File: src/rtl/hdb3_tx_sched.sv
// rtl/hdb3_tx_sched.sv - byte-to-serial frame scheduler feeding an HDB3 encoder
// Optional preamble build: define HDB3_TX_PREAMBLE_EN
module hdb3_tx_sched #(
  parameter int unsigned LATENCY  = 4,
  parameter logic        FILL_BIT = 1'b1
) (
  input  logic       i_clk,
  input  logic       i_rst,
  input  logic       i_start,
  input  logic [7:0] i_len,
  input  logic       i_byte_valid,
  input  logic [7:0] i_byte,
  output logic       o_byte_ready,
  output logic       o_ser_data,
  output logic       o_ser_en,
  output logic       o_code_valid,
  output logic       o_busy,
  output logic       o_done,
  output logic       o_underrun
);

  localparam int unsigned FW = (LATENCY < 2) ? 1 : $clog2(LATENCY);

  typedef enum logic [2:0] {
    S_IDLE,
    S_PRE,
    S_XMIT,
    S_FLUSH,
    S_DONE
  } state_t;

  state_t         state_q, state_d;
  logic [6:0]     sr_q, sr_d;             // bits still to go after the one on the line
  logic [2:0]     bit_idx_q, bit_idx_d;   // index of the bit currently on the line
  logic           have_q, have_d;         // a payload byte is on the line
  logic [7:0]     rem_q, rem_d;           // bytes not yet accepted
  logic           any_q, any_d;           // a byte was accepted in this frame
  logic [FW-1:0]  flush_cnt_q, flush_cnt_d;
  logic           ser_data_q, ser_data_d;
  logic           ser_en_q, ser_en_d;
  logic           underrun_q, underrun_d;
  logic [LATENCY-1:0] dly_q, dly_d;
  logic           accept;

  // Byte handshake: ready only depends on registered state
  assign o_byte_ready = (state_q == S_XMIT) && (rem_q != 8'd0) &&
                        (!have_q || (bit_idx_q == 3'd0));
  assign accept       = o_byte_ready && i_byte_valid;

  assign o_ser_data   = ser_data_q;
  assign o_ser_en     = ser_en_q;
  assign o_code_valid = dly_q[LATENCY-1];
  assign o_busy       = (state_q != S_IDLE);
  assign o_done       = (state_q == S_DONE);
  assign o_underrun   = underrun_q;

  // Next-state and next line bit; the line bit is registered so an accepted
  // byte's MSB follows the previous bit without a gap
  always_comb begin
    state_d     = state_q;
    sr_d        = sr_q;
    bit_idx_d   = bit_idx_q;
    have_d      = have_q;
    rem_d       = rem_q;
    any_d       = any_q;
    flush_cnt_d = flush_cnt_q;
    ser_data_d  = FILL_BIT;
    ser_en_d    = 1'b0;
    underrun_d  = underrun_q;
    case (state_q)
      S_IDLE: begin
        if (i_start) begin
          rem_d       = i_len;
          have_d      = 1'b0;
          bit_idx_d   = 3'd0;
          any_d       = 1'b0;
          underrun_d  = 1'b0;
          flush_cnt_d = '0;
          if (i_len == 8'd0) begin
            state_d = S_DONE;
          end else begin
`ifdef HDB3_TX_PREAMBLE_EN
            state_d   = S_PRE;
            bit_idx_d = 3'd7;
`else
            state_d   = S_XMIT;
`endif
          end
        end
      end
`ifdef HDB3_TX_PREAMBLE_EN
      S_PRE: begin
        ser_en_d   = 1'b1;
        ser_data_d = bit_idx_q[0];
        if (bit_idx_q == 3'd0) begin
          state_d = S_XMIT;
        end else begin
          bit_idx_d = bit_idx_q - 3'd1;
        end
      end
`endif
      S_XMIT: begin
        ser_en_d = 1'b1;
        if (have_q && (bit_idx_q != 3'd0)) begin
          ser_data_d = sr_q[6];
          sr_d       = {sr_q[5:0], 1'b0};
          bit_idx_d  = bit_idx_q - 3'd1;
        end else if (accept) begin
          ser_data_d = i_byte[7];
          sr_d       = i_byte[6:0];
          bit_idx_d  = 3'd7;
          have_d     = 1'b1;
          rem_d      = (rem_q != 8'd0) ? rem_q - 8'd1 : 8'd0;
          any_d      = 1'b1;
        end else if (rem_q == 8'd0) begin
          ser_en_d    = 1'b0;
          have_d      = 1'b0;
          flush_cnt_d = '0;
          state_d     = S_FLUSH;
        end else begin
          have_d = 1'b0;
          if (any_q) begin
            underrun_d = 1'b1;
          end
        end
      end
      S_FLUSH: begin
        if (flush_cnt_q == FW'(LATENCY - 1)) begin
          state_d = S_DONE;
        end else begin
          flush_cnt_d = flush_cnt_q + 1'b1;
        end
      end
      S_DONE: begin
        state_d = S_IDLE;
      end
      default: begin
        state_d = S_IDLE;
      end
    endcase
  end

  // Code-valid delay line tracks the line enable in every state
  always_comb begin
    dly_d    = dly_q << 1;
    dly_d[0] = ser_en_q;
  end

  // State register with asynchronous abort
  always_ff @(posedge i_clk or posedge i_rst) begin
    if (i_rst) begin
      state_q     <= S_IDLE;
      sr_q        <= '0;
      bit_idx_q   <= 3'd0;
      have_q      <= 1'b0;
      rem_q       <= 8'd0;
      any_q       <= 1'b0;
      flush_cnt_q <= '0;
      ser_data_q  <= FILL_BIT;
      ser_en_q    <= 1'b0;
      underrun_q  <= 1'b0;
      dly_q       <= '0;
    end else begin
      state_q     <= state_d;
      sr_q        <= sr_d;
      bit_idx_q   <= bit_idx_d;
      have_q      <= have_d;
      rem_q       <= rem_d;
      any_q       <= any_d;
      flush_cnt_q <= flush_cnt_d;
      ser_data_q  <= ser_data_d;
      ser_en_q    <= ser_en_d;
      underrun_q  <= underrun_d;
      dly_q       <= dly_d;
    end
  end

endmodule

File: config.mk
export PLATFORM = sky130hd
export DESIGN_NAME = hdb3_tx_sched
export DESIGN_NICKNAME = d
export VERILOG_FILES = /design/src/rtl/hdb3_tx_sched.sv
export SDC_FILE = /design/constraint.sdc
export NUM_CORES = 1
export LEC_CHECK = 0
export ABC_CLOCK_PERIOD_IN_PS = 4400
export CAP_MARGIN = 20
export CORE_MARGIN = 5
export CORE_UTILIZATION = 35
export DETAILED_ROUTE_END_ITERATION = 12
export GPL_TIMING_DRIVEN = 1
export HOLD_SLACK_MARGIN = 0.06
export PLACE_DENSITY_LB_ADDON = 0.2
export REMOVE_ABC_BUFFERS = 1
export SETUP_SLACK_MARGIN = 0.4
export SYNTH_ARGS = -nofsm -noshare
export SYNTH_HDL_FRONTEND = slang
export SYNTH_SLANG_ARGS = --single-unit
File: constraint.sdc
create_clock -name i_clk -period 4.4 [get_ports i_clk]
set_input_delay 0.66 -clock i_clk [delete_from_list [all_inputs] [get_ports i_clk]]
set_output_delay 0.66 -clock i_clk [all_outputs]
set_load 0.02 [all_outputs]
Word-level counts from Yosys, hierarchy flattened --
Cells that the tools add are included.
Storage, ports and cells: bits in registers 32, output and inout port bits 7, word-level logic and storage cells 94
Cells by class: add/sub/neg operators 3, eq/ne operators 14, muxes and demuxes 43, reductions and logical operators 23
Operators with widths (number):
- 8-bit 2-to-1 mux | 4
- 3-bit 2-to-1 mux | 9
- 8-bit zero test | 2
- 1-bit 2-to-1 mux | 16
- 2-bit != test (second input constant) | 8
- 8-bit one-hot mux with 2 select lines | 1
- 7-bit 2-to-1 mux | 2
- 6-bit AND reduction | 2
- 2-bit 2-to-1 mux | 5
- 3-bit one-hot mux with 3 select lines | 1
- 3-bit nonzero test | 3
- 8-bit nonzero test | 1
- 8-bit by 1-bit subtractor with 8-bit output (second input constant) | 1
- 3-bit by 2-bit == test with 1-bit output (second input constant) | 2
- 3-bit zero test | 2
- 1-bit one-hot mux with 2 select lines | 3
- 2-bit one-hot mux with 3 select lines | 1
- 3-bit one-hot mux with 2 select lines | 1
- 3-bit AND reduction | 2
- 5-bit AND reduction | 1
- 1-bit logical AND | 4
- 4-bit AND reduction | 1
- 2-bit nonzero test | 2
- 3-bit == test (second input constant) | 1
- 8 further kinds | 8

Depth between registers and ports, before layout --
Gate-level depths: netlist (run 1).
depth in word-level cells 7, mapped depth 9

Worst setup path before layout (run 1) --
No wires, ideal clock.
path type reg-to-output, start point reg bit_idx_q[0], end point out o_byte_ready, data arrival time 1.688 ns, required time 3.740 ns, path slack 2.052 ns, stages on the path, launching flop included 9, cells stage by stage dfrtp_1 -> inv_1 -> ha_1 -> ha_1 -> nand2b_1 -> clkbuf_1 -> clkbuf_1 -> nand2_1 -> nor2_1
On the way: longest elaborated chain between the ends 3
Ends and longest elaborated chain:
- start: declaration | RTL line 34 | logic [2:0] bit_idx_q, bit_idx_d;
- start signal: assignment | RTL line 166 | bit_idx_q <= bit_idx_d;
- 3-bit zero test | RTL line 47 | (!have_q || (bit_idx_q == 3'd0));
- 1-bit logical OR | RTL line 47
- 1-bit logical AND | RTL line 46 | assign o_byte_ready = (state_q == S_XMIT) && (rem_q != 8'd0) &&
- end: declaration | RTL line 13 | output logic o_byte_ready,
No other way between the ends.

Worst setup path in the final report (run 1) --
Ends and elaborated chain as after synthesis.

==> results.md, run 1 <==
Run status:
- The flow ran to the end, and the final reports show no timing, DRC or antenna violations.

Synthesis:
- After technology mapping, the gate count stands at 172.
- Synthesis inferred 32 register bits.
- The share of the yosys chip area belonging to registers is 47.2%.
- The most used flip-flop cell after synthesis is sky130_fd_sc_hd__dfrtp_1.
- By area the synthesized netlist is led by sky130_fd_sc_hd__dfrtp_1, sky130_fd_sc_hd__nand2_1, sky130_fd_sc_hd__mux2_2.
- In the synthesized netlist the async set-or-reset flop fraction comes to 100%.
- Counting flops with a built-in enable in the synthesized netlist gives 0.
- The number of library cell types mapped by synthesis is 40.
- During synthesis, Yosys emitted a total of 0 warnings.
- After synthesis, the mean cell area works out to 9.89 sq um.
- The cell area after synthesis is 1700 sq um.
- The synthesized design devotes to its leading area cell type 45.6% of total area.
- The largest total area in the synthesized netlist belongs to sky130_fd_sc_hd__dfrtp_1.

Finish:
- 0 antenna diodes ended up in the layout.
- The multi-input combinational cells in the finished layout cover a total of 820 sq um.
- The register cell area after layout is 802 sq um.
- The share of final-layout standard cells stronger than drive strength 1 is 13.6%.
- Leaving out fill and tap cells, the most frequent cells in the layout are sky130_fd_sc_hd__dfrtp_1, sky130_fd_sc_hd__nand2_1, sky130_fd_sc_hd__clkdlybuf4s50_1.
- The number of fill cells is 444.
- Compared with the post-synthesis result, the final layout area differs by 24.8%.
- The leading cell type in the layout, fill and taps excluded is sky130_fd_sc_hd__dfrtp_1.
- The number of nets in the layout is 222.
- The share of the core filled with cells is 44.9%.

Global routing:
- The initial antenna violation count is 0.
- The overall routing resource usage is 13.7%.
- The global route total overflow is 0.
- The maximum number of pins on one net before global-route repair is 33.
- The via count of the first global-routing pass is 1432.
- The first global-routing pass estimated 6710 um of wire.

STA:
- The max-slew violation count came to 0.
- The count of final hold-check violations is 0.
- On the final layout, the worst clock skew is 0.00390 ns.
- The setup TNS is 0 ns.
- Setup violations remaining at the end of the flow were counted as 0.
- The post-route clock period utilization is 70.4%.
- The routed design could run at a clock period as short as 3.10 ns.
- The slew at the pin closest to its max-slew limit is 0.722 ns.
- Setup repair after global routing left no endpoint under its margin.
- The achievable clock frequency is 0.323 GHz.
- The relative slew slack is 51.6%.
- The post-layout worst setup margin is 1.30 ns.

Pwr:
- The net switching power of the design is 0.000562 W.
- The share of total power in combinational logic is 45.1%.
- Of the total power, the share spent switching nets is 38.4%.
- The internal power is 0.000900 W.
- The clock network accounts for 19.5% of the total power.
- In this run the static leakage power is 0.920 nW.
- The peak supply drop is 0.262 mV.
- The total power divided by cell area is 689 nW/um^2.
- The total power is 0.00146 W.
- Per report_power, the sequential group accounts for 35.4% of the total.

Placement:
- Prior to clock tree synthesis, the placed netlist has a worst setup slack of 1.59 ns.
- The half-perimeter wire length after detailed placement is 2870 um.
- The placer's final routability congestion estimate is 0.871.
- The count of buffers from port buffering is 26.

Routing:
- The routed via count is 1421.
- The remaining number of nets flagged by the antenna check after routing is 0.
- The remaining routing DRC violations is 0.
- The total wire length after detailed routing is 3970 um.
- In this run, the number of DRC markers left after iteration 0 of detailed routing was 48.
- In the final routed layout, each cell accounts on average for 15.0 um.
- The first TritonRoute pass finished after 4 iterations.
- Dividing the detail-routed via count by the number of cells gives 5.36.

Critical path:
- Walking the worst path, the cells encountered are inv_1, ha_1, ha_1, nand2b_1, nand2_1, nor2_1, clkdlybuf4s50_1.
- The number of buffers and inverters on the critical path is 2.
- The nature of the critical path endpoint is an output pin.
- Data on the critical path arrives at its endpoint at 2.44 ns.
- The worst-path maximum fanout is 16.
- By startpoint and endpoint, the worst setup path is classified as register to output pin.
- For this run, the slowest stage of the critical path takes 0.62 ns.
- Grouping stages by cell kind, the critical path spends the most delay in simple AND/OR/NAND/NOR gates.
- In this design, the critical path's most frequently occurring cell is sky130_fd_sc_hd__ha_1.
- The cell at the slowest stage of the critical path is sky130_fd_sc_hd__clkdlybuf4s50_1.
- For the worst setup path, the data required time is 3.74 ns.
- STA classifies the critical path startpoint as a register.

Floorplanning:
- The core region is 4720 sq um.
- After floorplanning, the core was divided into 25 placement rows.
- In this run the vertical extent of the chip is 79.7 um.
- The initial standard-cell utilization of the core is 36.0%.
- The count of pins on the block boundary is 27.
- The die covers 6350 sq um.
- The die extent in x is 79.7 um.

Clock network:
- In this run, CTS created clock tree buffers numbering 5.
- The H-tree was split into 2 levels.
- The count of clock tree sinks is 32.
- Clock latency on the worst-skew pair, taken at its later pin, is 0.29 ns.
- The quantity of hold-fixing buffers added after cts is 0.
- TritonCTS built the clock tree.
- The number of post-CTS setup repair buffers is 0.
- In this run the clock root is driven by a sky130_fd_sc_hd__clkbuf_8.
- The number of resized instances in the post-cts repair step is 0.
- The clock transition time at the flip-flop clock pins of the worst setup and hold paths is 0.07 ns.
- The number of buffers between clock root and the deepest sink is 2.

Flow run:
- The total of max-cap violations is 0.

Worst hold path:
- The worst hold path belongs to the class register to register.
[layout make-up]
cell class / count / share of cell area, %
sequential: 32 / 37.8
clock buffer: 5 / 3.24
multi-input combinational: 121 / 38.6
inverter: 10 / 1.77
clock inverter: 3 / 2.00
tap: 67 / 3.95
timing repair buffer: 27 / 12.6
[sequential cells by signal, summed over array words and instances, names as in the netlist]
register / flops
o_ser_en: 1
sr_q: 7
state_q: 3
bit_idx_q: 3
o_ser_data: 1
flush_cnt_q: 2
any_q: 1
rem_q: 8
have_q: 1
dly_q: 4
o_underrun: 1
[power by group through the flow]
stage / clock (W) / sequential, W / combinational (W)
4_1_cts: 0.000290 / 0.000517 / 0.000666
5_1_grt: 0.000304 / 0.000536 / 0.000732
3_3_place_gp: 0 / 0.000514 / 0.000637
6_report: 0.000285 / 0.000517 / 0.000660
2_1_floorplan: 0 / 0.000513 / 0.000465
3_5_place_dp: 0 / 0.000521 / 0.000662
[cells in the mapped netlist (4+ instances only)]
master,count
sky130_fd_sc_hd__clkbuf_1,8
sky130_fd_sc_hd__dfrtp_1,31
sky130_fd_sc_hd__mux2_2,8
sky130_fd_sc_hd__inv_1,10
sky130_fd_sc_hd__o22ai_1,5
sky130_fd_sc_hd__a21oi_1,6
sky130_fd_sc_hd__nor2_1,5
sky130_fd_sc_hd__nand2_1,27
sky130_fd_sc_hd__nor3_1,4
sky130_fd_sc_hd__o41ai_1,4
sky130_fd_sc_hd__a22o_1,9
sky130_fd_sc_hd__o21ai_0,7
sky130_fd_sc_hd__ha_1,5
[worst reg2reg max path, stage by stage, from the launching register on]
cell and delay [ns]:
sky130_fd_sc_hd__dfrtp_1 0.40, sky130_fd_sc_hd__inv_1 0.07, sky130_fd_sc_hd__ha_1 0.14, sky130_fd_sc_hd__ha_1 0.15, sky130_fd_sc_hd__nand2b_1 0.49, sky130_fd_sc_hd__o2111a_1 0.58, sky130_fd_sc_hd__or2_1 0.38, sky130_fd_sc_hd__mux2_4 0.34
[final timing paths]
| check | from | to | slack [ns] | depth (start not counted) |
|---|---|---|---|---|
| max in group asynchronous | i_rst | o_ser_data | 3.32 | 3 |
| max | bit_idx_q[0] | o_byte_ready | 1.30 | 7 |
| max reg2reg | bit_idx_q[0] | rem_q[1] | 1.75 | 7 |
| min reg2reg | dly_q[0] | dly_q[1] | 0.35 | 0 |
| min | dly_q[0] | dly_q[1] | 0.35 | 0 |
| min in group asynchronous | i_rst | dly_q[3] | 0.76 | 3 |
[logic make-up after synthesis]
| group | share of synthesized area (%) |
|---|---|
| AND/OR/NAND/NOR | 17.6 |
| AO/OA/AOI/OAI | 20.2 |
| flip-flops | 47.2 |
| buffers and inverters | 4.64 |
| multiplexers | 6.77 |
| adder cells (fa/ha/maj) | 3.68 |
[metal layers]
layer / vias to the layer above / wire length (um) / track usage (%)
li1: 675 / - / -
met1: 691 / 1690 / 17.4
met2: 49 / 1950 / 21.5
met3: 6 / 269 / 4.18
met4: 0 / 54 / 5.67
met5: - / 0 / 0
[through the flow]
step	instances	hold slack, ns	instance area [sq um]
floorplan	163	0.331	1660
finish	265	0.352	2120
global route	265	0.360	2120
CTS	265	0.355	2120
global placement	257	0.333	2010
detailed placement	257	0.338	2010
Note: power is estimated with default switching activity, not from simulation.
==> run 2: changes to the inputs <==
--- a/config.mk
+++ b/config.mk
@@ -5,7 +5,7 @@
 export SDC_FILE = /design/constraint.sdc
 export NUM_CORES = 1
 export LEC_CHECK = 0
-export ABC_CLOCK_PERIOD_IN_PS = 4400
+export ABC_CLOCK_PERIOD_IN_PS = 2760
 export CAP_MARGIN = 20
 export CORE_MARGIN = 5
 export CORE_UTILIZATION = 35
==> constraint.sdc (replaced) <==
create_clock -name i_clk -period 2.76 [get_ports i_clk]
set_input_delay 0.414 -clock i_clk [delete_from_list [all_inputs] [get_ports i_clk]]
set_output_delay 0.414 -clock i_clk [all_outputs]
set_load 0.02 [all_outputs]
==> run 2 against run 1 <==
Power up 58%. Clock skew is 0.0012 ns higher. Combinational power increased by 64%. Hold slack got worse by 0.0020 ns. Sequential cell count stayed put. Setup slack worse by 0.82 ns. Final area grew 1.8%. Critical endpoint unchanged. Largest cell class unchanged. Largest power group unchanged.
==> results.md, run 2 (synthesized netlist as in run 1, its figures left out) <==
Run status:
- The run finished with clean final reports.

Placement:
- The worst-case setup slack after placement is 0.425 ns.
- The count of buffers from port buffering is 26.
- The placer's final routability congestion estimate is 0.829.
- Counting tap cells, the placed design contains a total of 263 instances.
- The half-perimeter wire length after detailed placement is 2950 um.

STA:
- The number of endpoints failing setup at the final stage is 0.
- For the pin with the worst max-slew slack, the measured transition is 0.678 ns.
- The worst path needs 2.27 ns of the cycle, external delays included.
- The max-slew violation count was 0.
- Summed over all failing endpoints, the final setup total negative slack is 0 ns.
- Final hold analysis gives a worst-case slack of 0.350 ns.
- On the final layout, the worst clock skew is 0.00512 ns.
- Setup repair after global routing left no endpoint under its margin.
- The count of final hold-check violations was 0.
- The achievable clock frequency is 0.440 GHz.
- Across all setup checks in the final design, the least slack found is 0.486 ns.
- The post-route clock period utilization is 82.4%.
- Measured against its own limit, the worst slew margin works out to 54.5%.

Worst hold path:
- In this run the worst hold path is classified as register to register.
- In this run the most critical hold path is launched from dly_q[2].

Clock network:
- The longest clock path from root to sink contains 2 buffers.
- The count of clock tree sinks is 32.
- The clock reaches the later pin of the worst-skew pair after 0.28 ns.
- CTS built an H-tree with a depth of 2.
- After clock tree synthesis, the clock-pin slew on the worst setup and hold paths is 0.07 ns.
- The buffer cell driving the clock tree root is sky130_fd_sc_hd__clkbuf_8.
- The CTS tree is done.
- The number of setup buffers added after CTS is 0.
- Counting the buffers created by CTS gives 5.

Global routing:
- The overall routing resource usage is 13.9%.
- The global-route wire length before repair is 6890 um.
- Global routing finished with a remaining overflow of 0.
- The initial antenna violation count came to 0.
- The via count of the first global-routing pass is 1472.
- Entering global routing, the biggest net connects 17 pins.

Routing:
- The number of vias per cell is 5.27.
- In this run, the number of DRC markers left after iteration 0 of detailed routing was 71.
- In the routed design, unresolved DRC markers number 0.
- After detailed routing, the average wire length per cell comes to 14.9 um.
- The routed via count is 1428.
- The remaining number of nets flagged by the antenna check after routing is 0.
- For this block, the routed nets add up to 4050 um of wire.
- The first TritonRoute pass finished after 4 iterations.

Critical path:
- Tracing the worst setup path back leads to its startpoint at rem_q[4].
- The data required time at the worst endpoint is 2.35 ns.
- In this run the critical register-to-register path is launched from rem_q[4].
- The category of the critical setup timing path is register to output pin.
- STA classifies the critical path endpoint as an output pin.
- The worst setup path is launched from a register.
- At the worst endpoint, the arrival time is 1.86 ns.
- Along the worst path, the maximum fanout reaches 8.

Floorplanning:
- The chip height is 79.7 um.
- The full die area is 6350 sq um.
- The floorplan has 25 rows.
- The count of pins on the block boundary is 27.
- Measured along the x axis, the die boundary spans 79.7 um.
- The floorplan step defined a core boundary enclosing 4720 sq um.
- For this configuration, the core starts out at a cell density of 36.0%.

Pwr:
- The peak supply drop is 0.349 mV.
- In this run the power density over the cells is 1070 nW/um^2.
- After layout, the design draws a total of 0.00231 W.
- The cell leakage power is 0.948 nW.

Flow run:
- The total of max-cap violations is 0.

Finish:
- The final cell count without fillers is 271.
- The share of final-layout standard cells stronger than drive strength 1 is 16.7%.
- The library cells used most frequently in the layout, excluding fill and tap cells, are sky130_fd_sc_hd__dfrtp_1, sky130_fd_sc_hd__nand2_1, sky130_fd_sc_hd__clkdlybuf4s50_1.
- Summing all flip-flop and latch instances after layout gives 802 sq um.
- The number of flip-flops under the largest register name is 8.
- 0 antenna diodes ended up in the layout.
- The largest registers in the layout are rem_q (8), sr_q (7), dly_q (4).
- From synthesis to final layout, the design area changed by 27.0%.
- Ranked by flip-flop count, first place goes to rem_q.
- The combined area of the multi-input logic cells is 825 sq um.
- The leading cell type in the layout, fill and taps excluded is sky130_fd_sc_hd__dfrtp_1.
- Counting the fill cells in the layout gives 464.
- The number of nets in the layout is 228.
[run 2: area by class of cell]
| cell class | instances | share of cell area, % |
|---|---|---|
| Sequential cell | 32 | 37.1 |
| Multi-Input combinational cell | 121 | 38.2 |
| Clock buffer | 8 | 4.63 |
| Timing Repair Buffer | 33 | 14.4 |
| Inverter | 10 | 1.74 |
| Tap cell | 67 | 3.88 |
[run 2: worst paths after layout]
path	end	slack, ns	cells after the start
max	o_byte_ready	0.49	4
min	dly_q[3]	0.35	0
max reg2reg	rem_q[1]	0.56	4
min reg2reg	dly_q[3]	0.35	0
max in group asynchronous	o_ser_data	2.04	3
min in group asynchronous	rem_q[6]	0.47	3
[run 2: per-stage QoR]
stage / cell area (sq um) / utilization [%]
floorplan: 1660 / -
global route: 2160 / 45.7
detailed placement: 2060 / 43.5
finish: 2160 / 45.7
global placement: 2060 / 43.5
CTS: 2160 / 45.7
[run 2: routing by layer]
| layer | global-route usage (%) | routed length, um |
|---|---|---|
| met1 | 17.1 | 1880 |
| met2 | 23.1 | 1900 |
| met3 | 3.72 | 207 |
| met4 | 5.15 | 52 |
| met5 | 0 | 0 |
[run 2: power breakdown]
group / internal [W] / total (W) / leakage [nW] / switching [W]
clock network: 0.000228 / 0.000397 / 0.0515 / 0.000170
logic: 0.000519 / 0.00108 / 0.527 / 0.000560
registers: 0.000674 / 0.000831 / 0.370 / 0.000157
[run 2: timing repair]
action,in CTS,in global routing
endpoints found under the setup margin,1,1
hold endpoints to repair,0,0
gates resized for setup,3,1
hold buffers,0,0
[run 2: worst max-delay path, stage by stage, from the launching register on]
cell and delay [ns]:
sky130_fd_sc_hd__dfrtp_1 0.46, sky130_fd_sc_hd__or4_4 0.61, sky130_fd_sc_hd__nor2_2 0.14, sky130_fd_sc_hd__nor2_1 0.06, sky130_fd_sc_hd__dlygate4sd2_1 0.31
